**src/rtl/shift_ctrl_pkg.sv**
```systemverilog
// Shared definitions for the shift_ctrl block: direction state encoding,
// selector levels, and the period-select width.
package shift_ctrl_pkg;

  // Width of the period-select switch bus.
  localparam int NB_SW = 2;

  // Selector levels as seen by the downstream shift register.
  localparam logic SEL_UP   = 1'b0;  // shift toward MSB
  localparam logic SEL_DOWN = 1'b1;  // shift toward LSB

  // Direction FSM states. The encoding doubles as the selector level, so
  // the registered state drives o_selector with no extra logic.
  typedef enum logic {
    ST_UP   = SEL_UP,
    ST_DOWN = SEL_DOWN
  } dir_state_e;

  // Next direction state in ping-pong mode. Only the end in the current
  // travel direction is examined; an all-zero pattern holds the state.
  function automatic dir_state_e pingpong_next(input dir_state_e cur,
                                               input logic msb_lit,
                                               input logic lsb_lit);
    dir_state_e nxt;
    nxt = cur;
    case (cur)
      ST_UP:   if (msb_lit) nxt = ST_DOWN;
      ST_DOWN: if (lsb_lit) nxt = ST_UP;
      default: nxt = ST_UP;
    endcase
    return nxt;
  endfunction

endpackage

```
**src/rtl/shift_ctrl_tick_gen.sv**
```systemverilog
// Programmable-rate tick generator. A free-running counter wraps at the
// limit selected by i_sw and emits a one-clock registered strobe on each
// wrap. The limit is re-sampled every cycle, and the wrap test uses '>='
// so a shrinking period never lets the counter run away.
module shift_ctrl_tick_gen
  import shift_ctrl_pkg::*;
#(
  parameter int          NB_COUNT = 32,
  parameter int unsigned LIMIT_0  = 2**20,
  parameter int unsigned LIMIT_1  = 2**22,
  parameter int unsigned LIMIT_2  = 2**24,
  parameter int unsigned LIMIT_3  = 2**26
) (
  input  logic             clock,
  input  logic             i_reset,
  input  logic             i_run,
  input  logic [NB_SW-1:0] i_sw,
  output logic             o_tick
);

  // Terminal counts (limit - 1) for each period selection.
  localparam logic [NB_COUNT-1:0] LAST_0 = NB_COUNT'(LIMIT_0 - 1);
  localparam logic [NB_COUNT-1:0] LAST_1 = NB_COUNT'(LIMIT_1 - 1);
  localparam logic [NB_COUNT-1:0] LAST_2 = NB_COUNT'(LIMIT_2 - 1);
  localparam logic [NB_COUNT-1:0] LAST_3 = NB_COUNT'(LIMIT_3 - 1);

  logic [NB_COUNT-1:0] count_q, count_d;
  logic [NB_COUNT-1:0] last;
  logic                tick_q,  tick_d;

  // Select the terminal count for the currently requested period.
  always_comb begin
    last = LAST_0;
    case (i_sw)
      2'd0:    last = LAST_0;
      2'd1:    last = LAST_1;
      2'd2:    last = LAST_2;
      default: last = LAST_3;
    endcase
  end

  // Advance or wrap the counter; a wrap produces the strobe. Stopped
  // counting holds the count and suppresses strobes.
  always_comb begin
    count_d = count_q;
    tick_d  = 1'b0;
    if (i_run) begin
      if (count_q >= last) begin
        count_d = '0;
        tick_d  = 1'b1;
      end else begin
        count_d = count_q + NB_COUNT'(1);
      end
    end
  end

  // Counter and strobe registers, cleared asynchronously.
  always_ff @(posedge clock or negedge i_reset) begin
    if (!i_reset) begin
      count_q <= '0;
      tick_q  <= 1'b0;
    end else begin
      count_q <= count_d;
      tick_q  <= tick_d;
    end
  end

  assign o_tick = tick_q;

endmodule

```
**src/rtl/shift_ctrl.sv**
```systemverilog
// Control stage feeding a shift register: produces the enable strobe and
// the shift direction. The direction either follows a switch (fixed mode)
// or bounces between the register ends (ping-pong mode), using the
// register contents fed back on i_shift.
//
// Interface: there is no valid/ready handshake here. o_enable is a
// one-clock strobe that the shift register consumes unconditionally on the
// same edge; o_selector is a level that is stable for at least one cycle
// before each strobe whenever every period is two clocks or longer.
module shift_ctrl
  import shift_ctrl_pkg::*;
#(
  parameter int          NB_SHIFT = 4,
  parameter int          NB_COUNT = 32,
  parameter int unsigned LIMIT_0  = 2**20,
  parameter int unsigned LIMIT_1  = 2**22,
  parameter int unsigned LIMIT_2  = 2**24,
  parameter int unsigned LIMIT_3  = 2**26
) (
  input  logic                clock,
  input  logic                i_reset,
  input  logic                i_run,
  input  logic [NB_SW-1:0]    i_sw,
  input  logic                i_mode,
  input  logic                i_dir,
  input  logic [NB_SHIFT-1:0] i_shift,
  output logic                o_enable,
  output logic                o_selector
);

  dir_state_e state_q;

  shift_ctrl_tick_gen #(
    .NB_COUNT (NB_COUNT),
    .LIMIT_0  (LIMIT_0),
    .LIMIT_1  (LIMIT_1),
    .LIMIT_2  (LIMIT_2),
    .LIMIT_3  (LIMIT_3)
  ) u_tick_gen (
    .clock   (clock),
    .i_reset (i_reset),
    .i_run   (i_run),
    .i_sw    (i_sw),
    .o_tick  (o_enable)
  );

  // Direction FSM, evaluated every cycle regardless of the strobe so the
  // selector has settled before the next shift. Switching into ping-pong
  // mode continues from whatever state fixed mode left behind.
  always_ff @(posedge clock or negedge i_reset) begin
    if (!i_reset) begin
      state_q <= ST_UP;
    end else if (!i_mode) begin
      state_q <= i_dir ? ST_DOWN : ST_UP;
    end else begin
      state_q <= pingpong_next(state_q, i_shift[NB_SHIFT-1], i_shift[0]);
    end
  end

  // The state encoding is the selector level.
  assign o_selector = state_q;

endmodule

```
**config.mk**
```make
export PLATFORM = sky130hd
export DESIGN_NAME = shift_ctrl
export DESIGN_NICKNAME = d
export VERILOG_FILES = /design/src/rtl/shift_ctrl_pkg.sv /design/src/rtl/shift_ctrl_tick_gen.sv /design/src/rtl/shift_ctrl.sv
export SDC_FILE = /design/constraint.sdc
export NUM_CORES = 1
export LEC_CHECK = 0
export ABC_AREA = 1
export CELL_PAD_IN_SITES_DETAIL_PLACEMENT = 0
export CELL_PAD_IN_SITES_GLOBAL_PLACEMENT = 1
export CORE_MARGIN = 1.5
export CORE_UTILIZATION = 45
export DETAILED_ROUTE_END_ITERATION = 12
export PLACE_DENSITY_LB_ADDON = 0.1
export SKIP_CTS_REPAIR_TIMING = 1
export SLEW_MARGIN = 20
export SYNTH_ARGS = -nofsm -noshare
export SYNTH_HDL_FRONTEND = slang
export SYNTH_HIERARCHICAL = 1
export SYNTH_SLANG_ARGS = --single-unit
export TNS_END_PERCENT = 1
```
**constraint.sdc**
```tcl
create_clock -name clock -period 2.5 [get_ports clock]
set_input_delay 0.25 -clock clock [delete_from_list [all_inputs] [get_ports clock]]
set_output_delay 0.25 -clock clock [all_outputs]
set_load 0.005 [all_outputs]
```
==> impl_metrics.yaml, run 1 <==
global_routing:
  globalRouteMet1Util_pct: 26.0
  overflow: 0
  use_met3_pct: 3.85
  grt_pass1_vias: 1562
  grt.total_usage_pct: 18.3
  met2_usage_pct: 27.3
  antenna_found_initial: 0
  grt_max_degree: 35
  grt_pass1_wl_um: 7170
  busiest_layer: "met2"
clock_network:
  clk_pin_slew_ps: 70
  cts_max_path_buffers: 2
  cts_buffers: 5
  ctsHtreeMaxLevel: 2
  cts_num_sinks: 34
  cts_tree: "done"
  clkLatencyLatePin_ps: 280
  clockRootBuffer: "clkbuf_8"
worst_setup_path:
  crit_family: "simple AND/OR/NAND/NOR gates"
  max_stage_delay_ps: 520
  start_kind: "input pin"
  cp_data_arrival_time_ps: 2080
  required_ps: 2660
  end_kind: "flip-flop"
  slowest_stage: "clkdlybuf4s50_1"
  cp_cell_sequence: "clkdlybuf4s50_1 > nand2_1 > ha_1 > nand2_1 > nor2_1 > nand2_1 > nor2_1 > nand3_1 > nand2_2 > nand2_4 > inv_6 > nor2_1"
  crit_fanout: 22
  criticalPathCategory: "in -> reg"
  crit_buf_inv: 2
sta:
  whs_ps: 380
  rsz0062_at_grt: "no"
  period_needed_ps: 1910
  maxSlewHeadroom_pct: 71.2
  tightest_slew_ps: 431
  timing.final.crit_share_pct: 76.5
  hold_viol_final: 0
  slew_viol_final: 0
  timing.final.ws_setup_ps: 587
  skew_ps: 2.41
  totalNegativeSetupSlack_ps: 0
  fmax_mhz: 523
  final-setup-viol-count: 0
detailed_routing:
  ant_nets: 0
  vias: 1639
  drtIter0Drc: 41
  viasPerCell: 4.82
  first_pass_iters: 4
  drc: 0
  wl_per_cell_um: 11.9
  routed_wl_um: 4050
finish:
  num_antenna_cells: 0
  n_fill_cell: 459
  areaGrowthSynthToFinish_pct: 10.9
  fin_nets: 301
  drive_gt1_share_pct: 18.4
synth:
  yosysSeqAreaShare_pct: 40.8
  syn_area_um2: 2090
  yosys_most_used_dff: "dfrtp_1"
  synth_area_leader_cell: "dfrtp_1"
  postSynthCellCount: 271
  syn_nets: 285
  yosys_warnings: 6
  avgSynthCellArea_um2: 7.70
  synth_top_area_share_pct: 40.8
  synthDistinctLibCells: 29
  synth_edf_count: 0
  ys_ff_latch: 34
  ys_async_sr_fraction_pct: 100
  ys_top_cells_by_area: "dfrtp_1 41%, nand2_1 13%, nor2_2 7.2%, nor2_1 7.0%, inv_1 5.4%"
floorplan:
  rows: 24
  die_w_um: 71.1
  core_area_um2: 4410
  die_h_um: 71.1
  die_area_um2: 5050
  start_util_pct: 47.3
  io_pins: 13
placement:
  port_buffers: 10
  place.gp.congestion: 0.765
  place_ws_ps: 267
  hpwlAfterDp_um: 2970
power:
  power_density_nw_per_um2: 543
  ir_drop_uv: 376
  leakage_nw: 1.05
  total_power_w: 0.00126
outcome:
  status: "finished clean"
hold_path:
  hold_path.class: "in -> async"
flow_run:
  cap_viol_max_count: 0
[sequential cells by signal, summed over array words and instances (netlist names)]
signal and count:
o_selector 1, u_tick_gen/count_q 32, u_tick_gen/o_tick 1
[synth_stat cells, types with 2 or more instances]
cell type	count
nand2_1	70
inv_2	4
nand3_1	15
o21bai_1	3
o21ai_0	4
xor2_1	10
nand4_1	4
nor2_1	39
nor2_2	24
ha_1	3
buf_12	2
nand2_2	4
xnor2_1	5
nor3_1	4
nor2_4	3
inv_1	30
dfrtp_1	34
o21ai_1	2
[layout by cell type (no fill, tap or decap), types with 4 or more instances in the layout]
cell type and instances:
clkdlybuf4s50_1 10, nor2_1 39, inv_2 4, nor3_1 4
dfrtp_1 34, nand4_1 4, nand2_1 70, xnor2_1 5
nand2_2 4, clkbuf_8 6, nor2_2 24, nand3_1 15
inv_1 30, xor2_1 10, o21ai_0 4
[layer usage]
layer | wire (um) | vias to the layer above
li1 | - | 859
met1 | 2130 | 754
met2 | 1730 | 19
met3 | 111 | 7
met4 | 82 | 0
met5 | 0 | -
[stage by stage]
step | std cells | util, % | instance area [um^2]
floorplan | 271 | - | 2090
global placement | 332 | 50.3 | 2220
detailed placement | 332 | 50.3 | 2220
CTS | 340 | 52.4 | 2310
global route | 340 | 52.4 | 2310
finish | 340 | 52.4 | 2310
[path summary, 6_finish.rpt]
kind / to / slack (ps) / startpoint / depth (start not counted)
setup / recovery: u_tick_gen/count_q[21]$_DFFE_PN0P_ / 590 / i_sw[1] / 12
hold / removal: u_tick_gen/count_q[4]$_DFFE_PN0P_ / 380 / i_reset / 2
setup reg to reg: u_tick_gen/count_q[21]$_DFFE_PN0P_ / 750 / u_tick_gen/count_q[25]$_DFFE_PN0P_ / 10
hold reg to reg: u_tick_gen/count_q[29]$_DFFE_PN0P_ / 470 / u_tick_gen/count_q[29]$_DFFE_PN0P_ / 2
min in group clock: u_tick_gen/count_q[29]$_DFFE_PN0P_ / 470 / u_tick_gen/count_q[29]$_DFFE_PN0P_ / 2
max in group asynchronous: u_tick_gen/count_q[18]$_DFFE_PN0P_ / 1820 / i_reset / 2
[report_power, final]
part           switching (W)  total (W)  leakage [nW]  internal [W]
sequential         0.0000552   0.000649         0.463      0.000594
clock               0.000196   0.000418        0.0482      0.000222
combinational       0.000103   0.000188         0.543     0.0000847
total               0.000355    0.00126          1.05      0.000901
[kinds of logic (layout without fill, tap and decap cells)]
family / after synthesis / in the layout / share of synthesized area, %
buffers and inverters: 39 / 56 / 9.06
and+or+nand+nor: 169 / 169 / 38.7
DFF: 34 / 34 / 40.8
xor gates and xnor gates: 15 / 15 / 6.30
adders and majority gates: 3 / 3 / 1.80
AOI/OAI and AO/OA: 11 / 11 / 3.36
[layout make-up]
cell class,instances,area [um^2],area share (%)
Sequential cell,34,851,36.8
Inverter,35,136,5.90
Clock buffer,7,86.3,3.73
Multi-Input combinational cell,198,1050,45.2
Tap cell,52,65.1,2.81
Clock inverter,1,5.00,0.216
Timing Repair Buffer,13,123,5.30
Note: power is estimated with default switching activity, not from simulation.
==> run 2, diff against run 1 <==
- CORE_UTILIZATION: 45 -> 44
- clock period: 2.5 -> 1.9 ns (I/O delays scaled with it)
==> impl_metrics.yaml, run 2 (synthesis gave the netlist of run 1 again) <==
global_routing:
  grt.total_usage_pct: 19.6
  overflow: 0
  antenna_found_initial: 0
  grt_pass1_wl_um: 7750
  grt_max_degree: 35
  grt_pass1_vias: 1659
finish:
  final_common_cell: "nand2_1"
  num_antenna_cells: 0
  finalInstanceArea_um2: 2410
  finalNonFillerCells: 348
  drive_gt1_share_pct: 20.9
  largest_reg_flops: 32
  areaGrowthSynthToFinish_pct: 15.8
  regMostFlops: "u_tick_gen/count_q"
  mostFrequentLayoutCells: "70 x nand2_1, 39 x nor2_1, 34 x dfrtp_1, 30 x inv_1, 24 x nor2_2"
  fin_nets: 309
detailed_routing:
  routed_wl_um: 4360
  vias: 1662
  first_pass_iters: 9
  viasPerCell: 4.78
  drtIter0Drc: 87
  ant_nets: 0
  drc: 1
  wl_per_cell_um: 12.5
clock_network:
  cts_tree: "done"
  cts_num_sinks: 34
  cts_max_path_buffers: 2
  cts_buffers: 5
  ctsHtreeMaxLevel: 2
  clk_pin_slew_ps: 80
  clkLatencyLatePin_ps: 290
  clockRootBuffer: "clkbuf_8"
power:
  power_density_nw_per_um2: 737
  ir_drop_uv: 460
  total_power_w: 0.00178
  leakage_nw: 1.11
sta:
  skew_ps: 11.2
  period_needed_ps: 1720
  tightest_slew_ps: 446
  final-setup-viol-count: 0
  maxSlewHeadroom_pct: 70.3
  timing.final.crit_share_pct: 90.8
  fmax_mhz: 580
  rsz0062_at_grt: "no"
  timing.final.ws_setup_ps: 175
  whs_ps: 314
  hold_viol_final: 0
  slew_viol_final: 0
worst_setup_path:
  criticalPathCategory: "reg -> reg"
  crit_fanout: 7
  cp_data_arrival_time_ps: 1900
  required_ps: 2070
  cp_cell_sequence: "ha_1 > inv_1 > nor2_1 > nand2_1 > nor2_1 > nand3_1 > nand2_2 > nand2_4 > inv_6 > buf_4 > nor2_2"
  start_kind: "flip-flop"
  max_stage_delay_ps: 410
  end_kind: "flip-flop"
  slowest_stage: "dfrtp_1"
  cpMostUsedCell: "nor2_1"
floorplan:
  core_area_um2: 4440
  start_util_pct: 46.9
  die_h_um: 71.9
  die_area_um2: 5160
  io_pins: 13
  die_w_um: 71.9
  rows: 24
placement:
  place.gp.congestion: 0.823
  dp_cells: 340
  hpwlAfterDp_um: 3210
  placedInstanceArea_um2: 2310
  place_ws_ps: -115
  port_buffers: 10
flow_run:
  cap_viol_max_count: 0
outcome:
  status: "finished, violations left"
  violations: "design-rule violations"
hold_path:
  hold_path.class: "in -> async"
run 2: cell types whose count changed in the layout (fill, tap and decap cells not counted):
cell	change
bufinv_16	+1
clkbuf_1	-1
clkinv_2	+1
clkbuf_8	-1
buf_4	+6
buf_12	+2
run 2: final timing paths:
| kind | depth (start not counted) | slack, ps | startpoint | endpoint |
|---|---|---|---|---|
| worst min-delay path | 2 | 310 | i_reset | u_tick_gen/count_q[15]$_DFFE_PN0P_ |
| worst max register to register | 11 | 180 | u_tick_gen/count_q[0]$_DFFE_PN0P_ | u_tick_gen/count_q[17]$_DFFE_PN0P_ |
| worst min register to register | 2 | 480 | u_tick_gen/count_q[27]$_DFFE_PN0P_ | u_tick_gen/count_q[27]$_DFFE_PN0P_ |
| max in group asynchronous | 2 | 1270 | i_reset | u_tick_gen/count_q[17]$_DFFE_PN0P_ |
| min in group clock | 3 | 440 | i_dir | o_selector$_DFF_PN0_ |
| worst max-delay path | 11 | 180 | u_tick_gen/count_q[0]$_DFFE_PN0P_ | u_tick_gen/count_q[17]$_DFFE_PN0P_ |
run 2: cell type report:
type                            instances  area [um^2]
Fill cell                             447         2030
Sequential cell                        34          851
Inverter                               35          136
Multi-Input combinational cell        198         1050
Timing Repair Buffer                   21          208
Tap cell                               52         65.1
Clock buffer                            5         68.8
Clock inverter                          3         40.0
run 2: critical path: cells and delay by family (launching register included):
family                   cells  cell delay [ps]
adder cells (fa/ha/maj)      1              240
buffers and inverters        3              330
AND/OR/NAND/NOR              7              610
flip-flops                   1              410
run 2: per-stage QoR:
step	TNS (ps)	utilization (%)
6_report	0	54.3
5_1_grt	0	54.3
4_1_cts	0	54.3
3_5_place_dp	-2200	51.9
3_3_place_gp	-1660	51.9
2_1_floorplan	0	-
run 2: layer usage:
metal / global-route usage [%] / share of wire, % / vias to the layer above
met2: 29.9 / 45 / 15
met3: 4.22 / 2.4 / 4
li1: - / - / 878
met1: 28.3 / 51 / 765
met5: 0 / 0 / -
met4: 5.03 / 0.94 / 0
run 2: where the power goes:
group,switching (W),total (W),internal [W]
clock network,0.000278,0.000664,0.000386
logic,0.000142,0.000266,0.000124
registers,0.0000699,0.000851,0.000781
total,0.000489,0.00178,0.00129
